<file path="config.mk">
export PLATFORM = sky130hd
export DESIGN_NAME = bitdepext_seq
export DESIGN_NICKNAME = d
export VERILOG_FILES = /design/src/rtl/bitdepext_seq_pkg.sv /design/src/rtl/bitdepext_seq.sv
export SDC_FILE = /design/constraint.sdc
export NUM_CORES = 1
export LEC_CHECK = 0
export ABC_AREA = 1
export ABC_CLOCK_PERIOD_IN_PS = 2400
export CORE_MARGIN = 1
export CORE_UTILIZATION = 55
export DETAILED_ROUTE_END_ITERATION = 6
export HOLD_SLACK_MARGIN = 0.1
export PLACE_DENSITY = 0.88
export SYNTH_ARGS = -nofsm -noshare
export SYNTH_HDL_FRONTEND = slang
export SYNTH_SLANG_ARGS = --single-unit
</file>
<file path="constraint.sdc">
create_clock -name clock -period 2.4 [get_ports clock]
set_input_delay 0.48 -clock clock [delete_from_list [all_inputs] [get_ports clock]]
set_output_delay 0.48 -clock clock [all_outputs]
set_load 0.01 [all_outputs]
</file>
<file path="src/rtl/bitdepext_seq_pkg.sv">
// Shared definitions for the iterative bit-extract / bit-deposit unit.
// Holds the op encodings, the controller state enum and the datapath width.
package bitdepext_seq_pkg;

    localparam int unsigned XLEN = 32;

    localparam logic OP_BEXT = 1'b0;
    localparam logic OP_BDEP = 1'b1;

    typedef enum logic [1:0] {
        IDLE = 2'd0,
        BUSY = 2'd1,
        DONE = 2'd2
    } state_e;

endpackage

</file>
<file path="src/rtl/bitdepext_seq.sv">
// Iterative gather (bext) / scatter (bdep) unit: scans one mask bit per cycle, LSB first,
// and finishes early once no set mask bits remain above the cursor.
module bitdepext_seq
    import bitdepext_seq_pkg::*;
(
    input  logic            clock,
    input  logic            resetn,
    input  logic            in_valid,
    output logic            in_ready,
    input  logic            op,
    input  logic [XLEN-1:0] rs1,
    input  logic [XLEN-1:0] rs2,
    output logic            out_valid,
    input  logic            out_ready,
    output logic [XLEN-1:0] rd
);

    state_e          state;
    logic [XLEN-1:0] data;
    logic [XLEN-1:0] mask;
    logic [XLEN-1:0] result;
    logic            op_q;
    logic [4:0]      i;
    logic [5:0]      k;

    logic            rest_zero;
    logic            last_bit;
    logic [XLEN-1:0] result_nxt;

    // k <= i at every step, so k[4:0] is always a legal bit index while scanning.
    always_comb begin
        rest_zero  = ((mask >> i) >> 1) == '0;
        last_bit   = rest_zero || (i == 5'd31);
        result_nxt = result;
        if (mask[i]) begin
            if (op_q == OP_BEXT) begin
                result_nxt[k[4:0]] = data[i];
            end else begin
                result_nxt[i] = data[k[4:0]];
            end
        end
    end

    always_ff @(posedge clock or negedge resetn) begin
        if (!resetn) begin
            state     <= IDLE;
            in_ready  <= 1'b1;
            out_valid <= 1'b0;
            rd        <= '0;
            data      <= '0;
            mask      <= '0;
            result    <= '0;
            op_q      <= OP_BEXT;
            i         <= '0;
            k         <= '0;
        end else begin
            unique case (state)
                IDLE: begin
                    if (in_valid) begin
                        data     <= rs1;
                        mask     <= rs2;
                        op_q     <= op;
                        result   <= '0;
                        i        <= '0;
                        k        <= '0;
                        in_ready <= 1'b0;
                        state    <= BUSY;
                    end
                end
                BUSY: begin
                    result <= result_nxt;
                    if (mask[i]) begin
                        k <= k + 6'd1;
                    end
                    if (last_bit) begin
                        rd        <= result_nxt;
                        out_valid <= 1'b1;
                        state     <= DONE;
                    end else begin
                        i <= i + 5'd1;
                    end
                end
                DONE: begin
                    if (out_ready) begin
                        out_valid <= 1'b0;
                        in_ready  <= 1'b1;
                        state     <= IDLE;
                    end
                end
                default: begin
                    state     <= IDLE;
                    in_ready  <= 1'b1;
                    out_valid <= 1'b0;
                end
            endcase
        end
    end

endmodule
</file>
* Word-level counts from Yosys, hierarchy flattened
Cells that the tools add are included.
** Operators by class
- Add/sub/neg operators :: 2
- Magnitude comparators :: 4
- Equality and inequality tests :: 8
- Shifts and indexed selects :: 1
- Muxes and demuxes :: 32
- Bitwise gates (word level) :: 2
- Reduce and logical (&&, ||, !) cells :: 14
** Operator list (number)
- $mux W32 :: 3
- $bwmux W32 :: 2
- $pmux W32 S2 :: 1
- $logic_not A32 Y1 :: 1
- $shr A32 B5 Y32 :: 1
- $bmux W1 S5 :: 3
- $reduce_and A3 Y1 :: 5
- $lt A5 B6 Y1 const B :: 2
- $mux W6 :: 2
- $pmux W6 S2 :: 1
- $demux W1 S5 :: 2
- $ge A5 B1 Y1 const B :: 2
- $mux W5 :: 2
- $ne A2 B2 Y1 const B :: 5
- $pmux W5 S2 :: 1
- $mux W1 :: 9
- $add A6 B1 Y6 const B :: 1
- $mux W2 :: 3
- $pmux W1 S3 :: 2
- $pmux W2 S3 :: 1
- $reduce_and A2 Y1 :: 3
- $add A5 B1 Y5 const B :: 1
- $eq A5 B5 Y1 const B :: 1
- $eq A2 B1 Y1 const B :: 1
- other kinds (6) :: 8
** Storage, ports and cells
- Bits in registers :: 144
- Input bits :: 69
- Word-level logic and storage cells :: 73

* Logic depth before layout (Yosys ltp)
Gate-level depths: netlist (run 1).
- Depth after elaboration :: 8
- Depth in mapped cells :: 22

* Least setup slack after synthesis (run 1)
No wires, ideal clock.
- Kind :: flip-flop to flip-flop
- Start :: register i[0]
- End :: register result[16]
- Data arrival time :: 2.002 ns
- Path slack :: 0.257 ns
- Stages on the path, launching flop included :: 12
- Path buffers :: 5
- Path through :: dfrtp_1 -> buf_6 -> buf_6 -> buf_8 -> buf_8 -> a21oi_2 -> a22oi_2 -> a211oi_2 -> nand2_1 -> clkbuf_1 -> o21ai_0 -> o22ai_1
** Between the ends
- Longest elaborated chain between the ends :: 8
** RTL lines
- start, declared :: line bitdepext_seq.sv:23 : logic [4:0] i;
- start signal, assigned :: line bitdepext_seq.sv:80 : i <= i + 5'd1;
- $lt A5 B6 Y1 (implied by the code) / $ge A5 B1 Y1 (equally long branches) :: line bitdepext_seq.sv:39 : result_nxt[i] = data[k[4:0]];
- $logic_and A1 B1 Y1 (implied by the code) :: line bitdepext_seq.sv:39
- $mux W1 (implied by the code) :: line bitdepext_seq.sv:39
- $demux W1 S5 :: line bitdepext_seq.sv:39
- $bwmux W32 :: line bitdepext_seq.sv:39
- $mux W32 :: line bitdepext_seq.sv:36 : if (op_q == OP_BEXT) begin
- $mux W32 (*) :: line bitdepext_seq.sv:35 : if (mask[i]) begin
- $pmux W32 S2 (*) :: line bitdepext_seq.sv:57 : unique case (state)
- end signal, assigned :: line bitdepext_seq.sv:71 : result <= result_nxt;
- end, declared :: line bitdepext_seq.sv:21 : logic [XLEN-1:0] result;
Mark *: on every way between the ends. The rest lies on a longest branch, timed or not. The select of a mux whose other input is x is not followed.
A chain may end at the register's enable or synchronous reset.

* Worst setup path in the final report (run 1)
- Start :: register i[0]
- End :: register result[13]
Same word-level chain as after synthesis.

==> results.yml, run 1 <==
synth:
  yosysUniqueCellTypes: 33
  synth_area_um2: 9090
  ys_warn_count: 0
  syn_nets: 1410
  ys_seq_elements: 143
  syn_inst: 1332
  syn_avg_cell_area_um2: 6.82
  yosysSeqAreaShare_pct: 39.4
setup_path:
  worstReg2RegStart: "i[0]"
  worstPathArrival_ps: 2680
  end_kind: "flop"
  required_ps: 2670
  crit_end: "result[13]"
  worstSetupPathType: "reg2reg"
  r2r_end: "result[13]"
  worstRegToRegCells: 14
  cp_max_fo: 18
  r2r_slack_ps: -7
  startpoint: "i[0]"
  start_kind: "flop"
sta:
  timing.final.crit_share_pct: 100
  fin_hold_ws_ps: 474
  period_needed_ps: 2410
  relSlewSlack_pct: 51.8
  rsz0062_at_grt: "true"
  finalClockSkew_ps: 10.3
  hold_viol: 0
  tightest_slew_ps: 723
  worst_slack_ps: -6.98
  slew_violations: 0
  fmax_mhz: 415
  setup_violations: 2
routing:
  drt_wl_total_um: 27300
  vias: 9740
  firstDrtPassIters: 7
  via_per_inst: 5.83
  wire_per_inst_um: 16.3
  dr.first_iter.drc_count: 1230
  drcViolationCount: 0
  ant_nets: 0
global_route:
  grt_usage_pct: 31.8
  antenna_found_initial: 0
  grt_pass1_wl_um: 42400
  grt_pass1_vias: 9022
  grt_overflow: 0
  grt_max_degree: 81
floorplan:
  ioPinCount: 103
  die-area_um2: 17000
  start_util_pct: 56.8
  fp.dieW_um: 131
  rows: 46
  core_um2: 16000
  dieHeight_um: 131
placed_design:
  hpwl_um: 17400
  place_area_um2: 10500
  dp.cells: 1629
  port_buffers: 102
  gp_congestion: 0.963
clock_tree:
  htree_levels: 4
  cts_tree: "yes"
  clk_path_buf_depth: 2
  clk_pin_slew_ps: 60
  clk_latency_ps: 430
  cts-root-buf: "clkbuf_16"
  cts_sinks: 143
  cts_made_buffers: 17
cells_and_area:
  stdcell_count: 1672
  fillers: 1269
  antenna_cells: 0
  fin_nets: 1521
  area_delta_synth_final_pct: 26.9
  layout-drive-gt1-share_pct: 13.2
  final_area_um2: 11500
power:
  p_total_mw: 19.6
  vdd_drop_max_mv: 0.912
  p_per_area_nw_per_um2: 1700
  p_leak_nw: 5.34
worst_hold_path:
  hp-class: "reg2reg"
run_status:
  status: "complete, but fails checks"
  violations: "negative setup slack"
flow_run:
  drv_cap: 0
[routing by layer]
layer | wire length [µm] | up-vias | track usage (%)
li1 | - | 4624 | -
met1 | 10600 | 4476 | 38.8
met2 | 13400 | 522 | 53.9
met3 | 2100 | 118 | 6.19
met4 | 1160 | 0 | 15.4
met5 | 0 | - | 0
[layout by cell type (no fill, tap or decap), types with 16 or more instances in the layout]
cell type / netlist / final
clkbuf_16: 0 / 22
o21ai_0: 102 / 98
o22ai_1: 31 / 31
o21ai_2: 27 / 41
o21ai_1: 64 / 53
clkdlybuf4s50_1: 0 / 101
nand2_2: 2 / 16
inv_1: 73 / 71
nand2_1: 463 / 447
nand3_1: 160 / 157
nor2_1: 80 / 77
buf_4: 2 / 51
a21oi_1: 56 / 55
dfrtp_1: 142 / 138
[report_power, final]
part           total, mW  internal [mW]  switching (mW)  leakage [nW]
sequential          4.60           3.63           0.963          1.79
combinational       12.1           4.71            7.35          3.24
clock               2.95           1.82            1.13         0.312
total               19.6           10.2            9.44          5.34
[stage by stage]
step / setup WS [ps] / utilization [%] / TNS, ps
floorplan: 257 / - / 0
global placement: 127 / 65.8 / 0
detailed placement: 27.7 / 65.8 / 0
CTS: 12.9 / 69.9 / 0
global route: -193 / 72.1 / -6930
finish: -6.98 / 72.1 / -7.91
[critical path, stage by stage (launching register included)]
cell and delay [ps]:
dfrtp_2 420, clkinv_4 110, clkbuf_16 190, nand2_1 90
nand3_1 70, nand2_1 100, nand2_1 50, nand2_1 100
nor2_1 50, a211oi_2 240, nand2_4 160, buf_12 190
buf_4 140, o21ai_2 180, o22ai_1 140
[kinds of logic after synthesis]
logic type | synth area share (%)
flops | 39.4
compound gates | 17.8
buf+inv | 8.59
simple gates | 32.8
fa+ha+maj | 1.24
xor+xnor | 0.0964
[synth_stat cells, drive strengths merged]
cell type | count | area [µm²]
a211oi | 1 | 12.5
nor3 | 7 | 35.0
dfrtp | 142 | 3550
nand3 | 160 | 801
clkbuf | 39 | 149
o22ai | 31 | 194
ha | 9 | 113
xor2 | 1 | 8.76
and2 | 3 | 18.8
a21oi | 57 | 289
inv | 80 | 300
a22oi | 1 | 12.5
buf | 44 | 328
nand2 | 465 | 1750
o211ai | 6 | 45.0
nand4 | 5 | 31.3
or2 | 3 | 18.8
clkinv | 1 | 3.75
nor2 | 83 | 329
dfstp | 1 | 26.3
o21ai | 193 | 1070
[timing repair]
| item | in CTS | in global routing |
|---|---|---|
| pin swaps | 0 | 10 |
| endpoints found under the setup margin | 1 | 73 |
| cloned | 0 | 7 |
| setup buffers | 0 | 3 |
| hold buffers | 1 | 0 |
| endpoints found under the hold margin | 28 | 0 |
| resized for setup | 1 | 56 |
[final cells by class]
| class | count | area, µm² | share of cell area (%) |
|---|---|---|---|
| Sequential cell | 143 | 3580 | 31.1 |
| Clock buffer | 19 | 453 | 3.93 |
| Multi-Input combinational cell | 1025 | 4870 | 42.3 |
| Inverter | 81 | 313 | 2.71 |
| Clock inverter | 13 | 196 | 1.70 |
| Tap cell | 216 | 270 | 2.34 |
| Timing Repair Buffer | 175 | 1840 | 16.0 |
[state kept, by name, summed over array words and instances (netlist names), 2 cells and up]
signal	cells
k	5
rd	32
i	5
data	32
state	2
mask	32
result	32
[worst min-delay path by stage]
stage / end / startpoint / slack (ps) / depth (start not counted)
floorplan: data[0] / resetn / 180 / 0
global placement: result[4] / resetn / 390 / 1
detailed placement: data[16] / resetn / 390 / 1
CTS: in_ready / in_ready / 480 / 2
global route: out_valid / out_valid / 500 / 2
finish: in_ready / in_ready / 470 / 2
(Power assumes the default switching activity.)
==> run 2, diff against run 1 <==
Settings changed: ABC_CLOCK_PERIOD_IN_PS 2400 to 2600, PLACE_DENSITY 0.88 to 0.78.
Clock period 2.4 ns to 2.6 ns, I/O delays scaled along.
==> run 2 against run 1 <==
  * The flow now finishes without violations
  * Clock skew is 1.3 ps lower
  * Critical path depth decreased by 1
  * Total power decreased by 15%
  * Largest power group unchanged
==> results.yml, run 2 (synthesis results as in run 1) <==
run_status:
  status: "complete, no violations"
clock_tree:
  clk_latency_ps: 430
  cts_made_buffers: 17
  post_cts_buffers: 0
  cts-root-buf: "clkbuf_16"
  clk_path_buf_depth: 2
  cts_sinks: 143
  cts_tree: "yes"
  clk_pin_slew_ps: 60
  htree_levels: 4
cells_and_area:
  antenna_cells: 0
  area_delta_synth_final_pct: 21.6
  fillers: 1380
  final_area_um2: 11000
  fin_nets: 1499
  layout-drive-gt1-share_pct: 8.93
  final_common_cell: "nand2_1"
  final_cell_mix: "nand2_1 (460), nand3_1 (160), dfrtp_1 (142)"
power:
  combPwrFrac_pct: 60.3
  p_per_area_nw_per_um2: 1510
  p_total_mw: 16.7
  power.share.clock_pct: 14.7
  pwr-share-seq_pct: 25.1
  p_leak_nw: 5.12
  vdd_drop_max_mv: 0.717
  internal_power_mw: 8.57
  switchingPower_mw: 8.14
  power.share.switching_pct: 48.7
sta:
  hold_viol: 0
  fmax_mhz: 406
  slew_violations: 0
  setup_violations: 0
  worst_slack_ps: 134
  rsz0062_at_grt: "false"
  timing.final.crit_share_pct: 94.8
  tightest_slew_ps: 621
  period_needed_ps: 2470
  fin_hold_ws_ps: 470
  tns_ps: 0
  relSlewSlack_pct: 58.6
  finalClockSkew_ps: 8.97
routing:
  ant_nets: 0
  dr.first_iter.drc_count: 925
  drcViolationCount: 0
  wire_per_inst_um: 15.4
  via_per_inst: 5.77
  vias: 9521
  firstDrtPassIters: 6
  drt_wl_total_um: 25500
global_route:
  grt_pass1_wl_um: 41900
  grt_overflow: 0
  grt_usage_pct: 31.2
  grt_pass1_vias: 8848
  antenna_found_initial: 0
  grt_max_degree: 66
setup_path:
  required_ps: 2880
  start_kind: "flop"
  cp_max_fo: 42
  worstPathArrival_ps: 2740
  end_kind: "flop"
  worstSetupPathType: "reg2reg"
placed_design:
  place_area_um2: 10400
  port_buffers: 102
  gp_congestion: 0.902
  hpwl_um: 17300
  post-place-ws_ps: 158
flow_run:
  drv_cap: 0
floorplan:
  die-area_um2: 17000
  rows: 46
  start_util_pct: 56.8
  dieHeight_um: 131
  core_um2: 16000
  ioPinCount: 103
  fp.dieW_um: 131
worst_hold_path:
  hp-class: "reg2reg"
==> run 2: changes by cell type in the layout (fill, tap and decap cells not counted), sizes merged <==
cell      before  now
bufinv         4    2
clkinv         2    3
clkbuf        24   22
clkinvlp       3    4
buf           68   50
inv           85   83
==> run 2: layout make-up <==
type                            count  area (µm²)  area share [%]
Timing Repair Buffer              153        1560            14.1
Sequential cell                   143        3580            32.4
Clock buffer                       21         460            4.17
Inverter                           81         304            2.75
Tap cell                          216         270            2.45
Multi-Input combinational cell   1025        4740            42.9
Clock inverter                     11         130            1.18
==> run 2: timing repair <==
item / in CTS / in global routing
resized for setup: 0 / 3
hold endpoints to repair: 43 / 0
endpoints found under the setup margin: 0 / 46
hold buffers: 1 / 0
==> run 2: path summary, 6_finish.rpt <==
kind | from | cells past startpoint | to | slack, ps
min in group asynchronous | resetn | 2 | rd[0] | 600
worst max register to register | i[0] | 13 | result[31] | 130
worst min register to register | in_ready | 2 | in_ready | 470
worst min-delay path | in_ready | 2 | in_ready | 470
max in group asynchronous | resetn | 3 | in_ready | 1240
worst max-delay path | i[0] | 13 | result[31] | 130
==> run 2: through the flow <==
| step | std cells | util, % |
|---|---|---|
| after floorplan | 1332 | - |
| after global placement | 1616 | 65.1 |
| after detailed placement | 1616 | 65.1 |
| after CTS | 1649 | 68.8 |
| after global routing | 1650 | 69.0 |
| final | 1650 | 69.0 |
==> run 2: metal layers <==
layer,up-vias,routed length (µm),GRT usage [%]
met2,445,12400,53.3
met4,0,719,12.0
li1,4577,-,-
met5,-,0,0
met1,4429,10600,39.1
met3,70,1760,6.15
==> run 2: power groups by stage <==
stage | combinational (mW) | clock [mW] | sequential (mW)
after global placement | 9.55 | 0 | 4.16
after floorplan | 6.98 | 0 | 4.03
after global routing | 11.2 | 2.56 | 4.32
final | 10.1 | 2.45 | 4.19
after CTS | 9.90 | 2.48 | 4.17
after detailed placement | 9.81 | 0 | 4.18
==> run 2: worst max-delay path, cell delays in order (launching register included) <==
cell and delay (ps):
dfrtp_1 430, inv_2 120, buf_12 210, nand2_1 110, nand3_1 90, nand2_1 80, o21ai_1 180, or2_1 140
nand3_1 100, nand2_2 200, buf_12 200, nand3_1 90, o21ai_1 200, o22ai_1 140
